$ cat src/rtl/pipe_ctrl.sv
// Pipeline control for the 5-stage MIPS core: per-cycle stall/bubble
// decisions for load-use, branch mispredict, data-memory wait and halt,
// plus memory-timeout/halt status and two saturating performance counters.
//
// Handshake note: this block has no valid/ready channels. Every control
// output is a same-cycle combinational function of the inputs and the
// current state; status outputs change only on a rising clock edge or on
// reset.
module pipe_ctrl #(
    parameter logic [4:0] RNONE      = 5'h1F,
    parameter int         WAIT_LIMIT = 8
) (
    input  logic        clk,
    input  logic        reset,
    input  logic [4:0]  d_srcA,
    input  logic [4:0]  d_srcB,
    input  logic [4:0]  E_dstM,
    input  logic        E_isload,
    input  logic        e_brmiss,
    input  logic        M_memreq,
    input  logic        m_memack,
    input  logic        W_halt,
    output logic        F_stall,
    output logic        D_stall,
    output logic        E_stall,
    output logic        M_stall,
    output logic        D_bubble,
    output logic        E_bubble,
    output logic        W_bubble,
    output logic        halted,
    output logic        mem_err,
    output logic [15:0] stall_cycles,
    output logic [15:0] flush_count,
    output logic [1:0]  dbg_state
);

    typedef enum logic [1:0] {
        RUN     = 2'd0,
        MEMWAIT = 2'd1,
        HALT    = 2'd2,
        FAULT   = 2'd3
    } state_t;

    localparam logic [15:0] WAIT_LAST = 16'(WAIT_LIMIT - 1);
    localparam logic [15:0] CNT_MAX   = 16'hFFFF;

    state_t      state;
    logic [15:0] wait_cnt;
    logic        memwait;
    logic        load_use;
    logic        active;
    logic        apply_brmiss;

    assign dbg_state = state;
    assign memwait   = M_memreq & ~m_memack;
    assign active    = (state == RUN) || (state == MEMWAIT);

    // Load-use hazard: an RNONE destination never matches, and because the
    // destination must differ from RNONE an RNONE source cannot match either.
    assign load_use = E_isload && (E_dstM != RNONE) &&
                      (((E_dstM == d_srcA) && (d_srcA != RNONE)) ||
                       ((E_dstM == d_srcB) && (d_srcB != RNONE)));

    // Prioritised stall/bubble decode; a freeze masks mispredict and load-use
    // because the held E stage re-presents them once the freeze lifts.
    always_comb begin
        F_stall      = 1'b0;
        D_stall      = 1'b0;
        E_stall      = 1'b0;
        M_stall      = 1'b0;
        D_bubble     = 1'b0;
        E_bubble     = 1'b0;
        W_bubble     = 1'b0;
        apply_brmiss = 1'b0;
        if (reset || !active || W_halt || memwait) begin
            F_stall  = 1'b1;
            D_stall  = 1'b1;
            E_stall  = 1'b1;
            M_stall  = 1'b1;
            W_bubble = 1'b1;
        end else if (e_brmiss) begin
            D_bubble     = 1'b1;
            E_bubble     = 1'b1;
            apply_brmiss = 1'b1;
        end else if (load_use) begin
            F_stall  = 1'b1;
            D_stall  = 1'b1;
            E_bubble = 1'b1;
        end
    end

    // State machine with wait counter and registered halted/mem_err status.
    always_ff @(posedge clk or posedge reset) begin
        if (reset) begin
            state    <= RUN;
            wait_cnt <= 16'd0;
            halted   <= 1'b0;
            mem_err  <= 1'b0;
        end else begin
            case (state)
                RUN, MEMWAIT: begin
                    if (W_halt) begin
                        state  <= HALT;
                        halted <= 1'b1;
                    end else if (memwait) begin
                        if (wait_cnt == WAIT_LAST) begin
                            state   <= FAULT;
                            mem_err <= 1'b1;
                        end else begin
                            wait_cnt <= wait_cnt + 16'd1;
                            state    <= MEMWAIT;
                        end
                    end else begin
                        wait_cnt <= 16'd0;
                        state    <= RUN;
                    end
                end
                default: begin
                    // HALT and FAULT are left only through reset.
                end
            endcase
        end
    end

    // Saturating performance counters for stalled fetch cycles and flushes.
    always_ff @(posedge clk or posedge reset) begin
        if (reset) begin
            stall_cycles <= 16'd0;
            flush_count  <= 16'd0;
        end else begin
            if (F_stall && active && (stall_cycles != CNT_MAX))
                stall_cycles <= stall_cycles + 16'd1;
            if (apply_brmiss && (flush_count != CNT_MAX))
                flush_count <= flush_count + 16'd1;
        end
    end

endmodule

$ cat config.mk
export PLATFORM = sky130hd
export DESIGN_NAME = pipe_ctrl
export DESIGN_NICKNAME = d
export VERILOG_FILES = /design/src/rtl/pipe_ctrl.sv
export SDC_FILE = /design/constraint.sdc
export NUM_CORES = 1
export LEC_CHECK = 0
export CAP_MARGIN = 40
export CORE_ASPECT_RATIO = 0.9
export CORE_MARGIN = 2
export CORE_UTILIZATION = 49
export DETAILED_ROUTE_END_ITERATION = 8
export PLACE_DENSITY = 0.84
export SKIP_CTS_REPAIR_TIMING = 1
export SLEW_MARGIN = 20
export SYNTH_ARGS = -nofsm -noshare
export SYNTH_HDL_FRONTEND = slang
export SYNTH_SLANG_ARGS = --single-unit
$ cat constraint.sdc
create_clock -name clk -period 2.3 [get_ports clk]
set_input_delay 0.345 -clock clk [delete_from_list [all_inputs] [get_ports clk]]
set_output_delay 0.345 -clock clk [all_outputs]
set_load 0.01 [all_outputs]
Yosys cells after proc, flatten, opt, wreduce, memory -nomap -nowiden. Cells that the tools add are included.

Flip-flop bits (word level): 52. Latch bits: 0. RAM bits: 0. Bits in read-only memories: 0. Input bits: 22. Output and inout port bits: 43. Word-level logic and storage cells: 53. Memories kept: 0.

$add $sub $neg: 3. Multipliers: 0. Div/mod/pow operators: 0. Magnitude comparators: 0. Equality and inequality tests: 10. Shifts and indexed selects: 0. Muxes and demuxes: 13. Bitwise gates (word level): 3. Reduce and logical (&&, ||, !) cells: 18.

Operators with widths (number): adder 16 x 1 -> 16 bit, second input constant (3); two-way mux 16 bit (2); != test 16 bit, second input constant (2); equality test 16 x 3 -> 1 bit, second input constant (1); != test 5 bit, second input constant (3); equality test 5 bit (2); two-way mux 1 bit (8); logical AND 1 bit (7); two-way mux 2 bit (3); logical OR 1 bit (5); AND reduction 4 bit (1); AND reduction 3 bit (1); equality test 2 x 1 -> 1 bit, second input constant (1); logical NOT 2 bit (1); != test 2 bit, second input constant (1); inverter 1 bit (2); AND reduction 2 bit (1); OR reduction 2 bit (1); AND 1 bit (1); logical NOT 1 bit (1).

Logic depth before layout (Yosys ltp).
Depth in word-level cells: 9. Gate-level depth with buffers: 8. Mapped depth without buffers: 7.

Worst setup path after synthesis. No wires, ideal clock.

Kind: in2reg. Start: input reset. End: register flush_count[14]. Library setup time: 0.125 ns. Arrival: 2.115 ns. Required time: 2.175 ns. Setup slack: 0.060 ns. Stages on the path: 5. Path buffers: 0. Cells stage by stage: inv_2 nand4_1 nor4b_2 nand4_1 xnor2_1.

Cells in the longest elaborated chain, start to end: 5.

Ends and longest elaborated chain: from (decl) (line 14) `input logic reset,`; logical OR 1 bit (3 in series) (line 75) `if (reset || !active || W_halt || memwait) begin`; two-way mux 1 bit (line 75); logical AND 1 bit (line 133) `if (apply_brmiss && (flush_count != CNT_MAX))`; to (signal assigned) (line 134) `flush_count <= flush_count + 16'd1;`; to (decl) (line 33) `output logic [15:0] flush_count,`.

No other way between the ends. A chain may end at the register's enable or synchronous reset.

Worst setup path in the final report.
Start: input d_srcA[3]. End: output F_stall.

Cells in the longest elaborated chain, start to end: 7.

Ends and longest elaborated chain: from (decl) (line 15) `input logic [4:0] d_srcA,`; equality test 5 bit / != test 5 bit (equally long branches) (line 61) `(((E_dstM == d_srcA) && (d_srcA != RNONE)) ||`; logical AND 1 bit (*) (line 61); logical OR 1 bit (*) (line 61); logical AND 1 bit (*) (line 60) `assign load_use = E_isload && (E_dstM != RNONE) &&`; two-way mux 1 bit (*) (line 85) `end else if (load_use) begin`; two-way mux 1 bit (*) (line 81) `end else if (e_brmiss) begin`; two-way mux 1 bit (*) (line 75); to (decl) (line 23) `output logic F_stall,`.

Mark *: on every way between the ends. The rest lies on a longest branch, timed or not.

==> reports/qor.yml <==
timing:
  min_period_ns: 2.24
  tightest_slew_ns: 0.498
  drv_slew: 0
  fmax_mhz: 446
  fin_crit_sh: 0.975
  slew_headroom: 0.667
  hold_violations: 0
  holdWs_ns: 0.471
  setup_viol: 0
  finClkSkew_ns: 0.00812
power:
  combPwrFrac: 0.188
  p_sw_frac: 0.269
  pwr-share-seq: 0.514
  p_per_area_mw_per_mm2: 544
  switching_power_w: 0.000562
  power_leakage_nw: 1.71
  clkPwrFrac: 0.298
  ir_drop_mv: 0.366
  power.internal_w: 0.00153
logic_synthesis:
  synth_compound_area_frac: 0.0646
  synth_top_cell_by_area: "dfrtp_1"
  yosysWarnings: 0
  syn_inst: 270
  synth_enable_flop_cells: 0
  synth_xor_area_frac: 0.156
  synth_top_family_by_area: "simple AND/OR/NAND/NOR gates"
  synthArstFlopShare: 1.00
  synthFlopType: "dfrtp_1"
  synth-seq-cells: 52
  synth_fa_ha_area_frac: 0.0132
  yosysMostFrequentCell: "dfrtp_1"
  synth.cells.most_frequent: "dfrtp_1, xnor2_1, nor2_1"
  synth_mux_area_frac: 0.00922
  ys_types: 49
  syn_area_mm2: 0.00285
  synth_top_area_frac: 0.457
  ys_seq_area_frac: 0.457
  avgSynthCellArea_um2: 10.6
  synthTopCellsByArea: "dfrtp_1, xnor2_1, nor2_1"
  synthesis.nets: 295
  yosys.area_share.simple: 0.265
drt:
  postRouteAntennaNets: 0
  vias: 2310
  drt_wl_total_mm: 6.24
  wl_per_cell_um: 14.6
  routed_via_density: 5.41
  drt-pass1-iter-count: 4
  drc: 0
  drtIter0Drc: 104
die:
  start_util: 0.503
  io_pins: 65
  die_width_um: 84.4
  fp.dieH_um: 76.3
  core_area_mm2: 0.00566
  fp.dieArea_mm2: 0.00644
  rows: 26
critical_path:
  critPathMaxFanout: 5
  slowest_delay_ns: 0.50
  crit_type: "input pin to output pin"
  critPathLaunchType: "input pin"
  slowest_stage: "clkdlybuf4s50_1"
  cp_cell_sequence: "clkdlybuf4s50_1, xnor2_1, nand4_1, o22a_1, o311ai_4, buf_6, buf_4, clkbuf_2"
  endpoint_kind: "output pin"
  crit_required_ns: 1.96
  arrival_ns: 1.90
clocking:
  h-tree-depth: 2
  clockBufferDepth: 2
  cts_buffers: 5
  clk_latency_ns: 0.31
  tritoncts: "done"
  cts-root-buf: "clkbuf_8"
  clk_pin_slew_worst_paths_ns: 0.09
  cts.sinks: 52
worst_hold_path:
  hold_class: "input pin to asynchronous set/reset pin"
place:
  portBuffers: 64
  hpwl_mm: 4.64
  gp_congestion: 0.838
  placed_cell_area_mm2: 0.00367
outcome:
  status: "finished, final reports clean"
final_layout:
  final_area_mm2: 0.00384
  n_fill_cell: 452
  num_antenna_cells: 0
  drive_gt1_frac: 0.165
  syn2layout_area_growth_pct: 34.7
  nNetsFinal: 381
global_route:
  grt_first_pass_wirelength_mm: 10.6
  antenna_found_initial: 0
  overflow: 0
  grt_usage: 0.201
  grt_max_degree: 35
  grt_pass1_vias: 2389
flow_run:
  cap_violations: 0
-- per-stage QoR --
| step | setup WS [ns] | TNS (ns) | power (W) | cells | utilization |
|---|---|---|---|---|---|
| after floorplan | 0.0597 | 0 | 0.00127 | 270 | - |
| after global placement | -0.405 | -1.79 | 0.00147 | 417 | 0.649 |
| after detailed placement | -0.418 | -2.14 | 0.00149 | 417 | 0.649 |
| after CTS | -0.422 | -1.16 | 0.00212 | 425 | 0.668 |
| after global routing | -0.0162 | -0.0222 | 0.00219 | 427 | 0.678 |
| final | 0.0578 | 0 | 0.00209 | 427 | 0.678 |
-- cells in the final DEF, fill, tap and decap left out, types with 2 or more instances in the layout --
cell type and count:
nand2_2 2, nand4b_1 2, dfrtp_1 52, nand4_1 18
clkdlybuf4s50_1 46, clkbuf_8 5, and2_1 2, or3_1 4
buf_4 24, nor4_1 3, nor3_1 6, and3_1 8
nand4_4 2, nand3_2 7, ha_1 3, dlymetal6s2s_1 16
xnor2_2 2, nand2_1 16, and4_1 8, nand3_1 11
inv_1 6, nor2_1 30, o21ai_1 2, xnor2_1 34
o21ai_0 2, xor2_1 13, a21oi_1 6, nor2_2 2
-- path summary, 6_finish.rpt --
check,startpoint,endpoint,slack [ns],cells past startpoint
max,d_srcA[3],F_stall,0.06,8
min,reset,flush_count[4],0.47,3
max reg2reg,wait_cnt[0],wait_cnt[13],0.23,7
min reg2reg,halted,halted,0.47,1
max in group asynchronous,reset,wait_cnt[2],1.43,3
min in group clk,halted,halted,0.47,1
-- cell type report --
| cell class | instances | area (µm²) | area share |
|---|---|---|---|
| timing repair buffer | 88 | 857 | 0.223 |
| sequential | 52 | 1300 | 0.339 |
| inverter | 8 | 30.0 | 0.00783 |
| multi-input combinational | 201 | 1450 | 0.378 |
| tap | 70 | 87.6 | 0.0228 |
| clock buffer | 5 | 68.8 | 0.0179 |
| clock inverter | 3 | 42.5 | 0.0111 |
-- worst max-delay path, delay by kind of cell --
kind / cells / cell delay (ns)
xor+xnor: 1 / 0.12
buf+inv: 4 / 0.87
compound gates: 2 / 0.47
simple gates: 1 / 0.09
-- power groups by stage --
| stage | Clock [W] | Combinational (W) | Sequential (W) |
|---|---|---|---|
| final | 0.000623 | 0.000392 | 0.00107 |
| after floorplan | 0 | 0.000173 | 0.00110 |
| after global placement | 0 | 0.000383 | 0.00109 |
| after CTS | 0.000648 | 0.000401 | 0.00107 |
| after global routing | 0.000675 | 0.000426 | 0.00109 |
| after detailed placement | 0 | 0.000398 | 0.00109 |
-- routing by layer --
metal / part of all wire / wire [µm] / up-vias / track usage
met1: 0.44 / 2770 / 1125 / 0.259
met3: 0.047 / 292 / 8 / 0.0401
met4: 0.011 / 70 / 0 / 0.0651
met2: 0.50 / 3100 / 57 / 0.341
li1: - / - / 1120 / -
met5: 0 / 0 / - / 0
-- cell families after synthesis --
| logic type | after synthesis |
|---|---|
| and+or+nand+nor | 127 |
| DFF | 52 |
| xor gates and xnor gates | 49 |
| AOI/OAI and AO/OA | 20 |
| buffers and inverters | 17 |
| adders and majority gates | 3 |
| muxes | 2 |
-- state kept, by name, indices dropped and copies added, names as in the netlist --
signal and count:
mem_err 1, halted 1, wait_cnt 16, stall_cycles 16
dbg_state 2, flush_count 16
No activity file was read; power rests on OpenSTA's default activity.
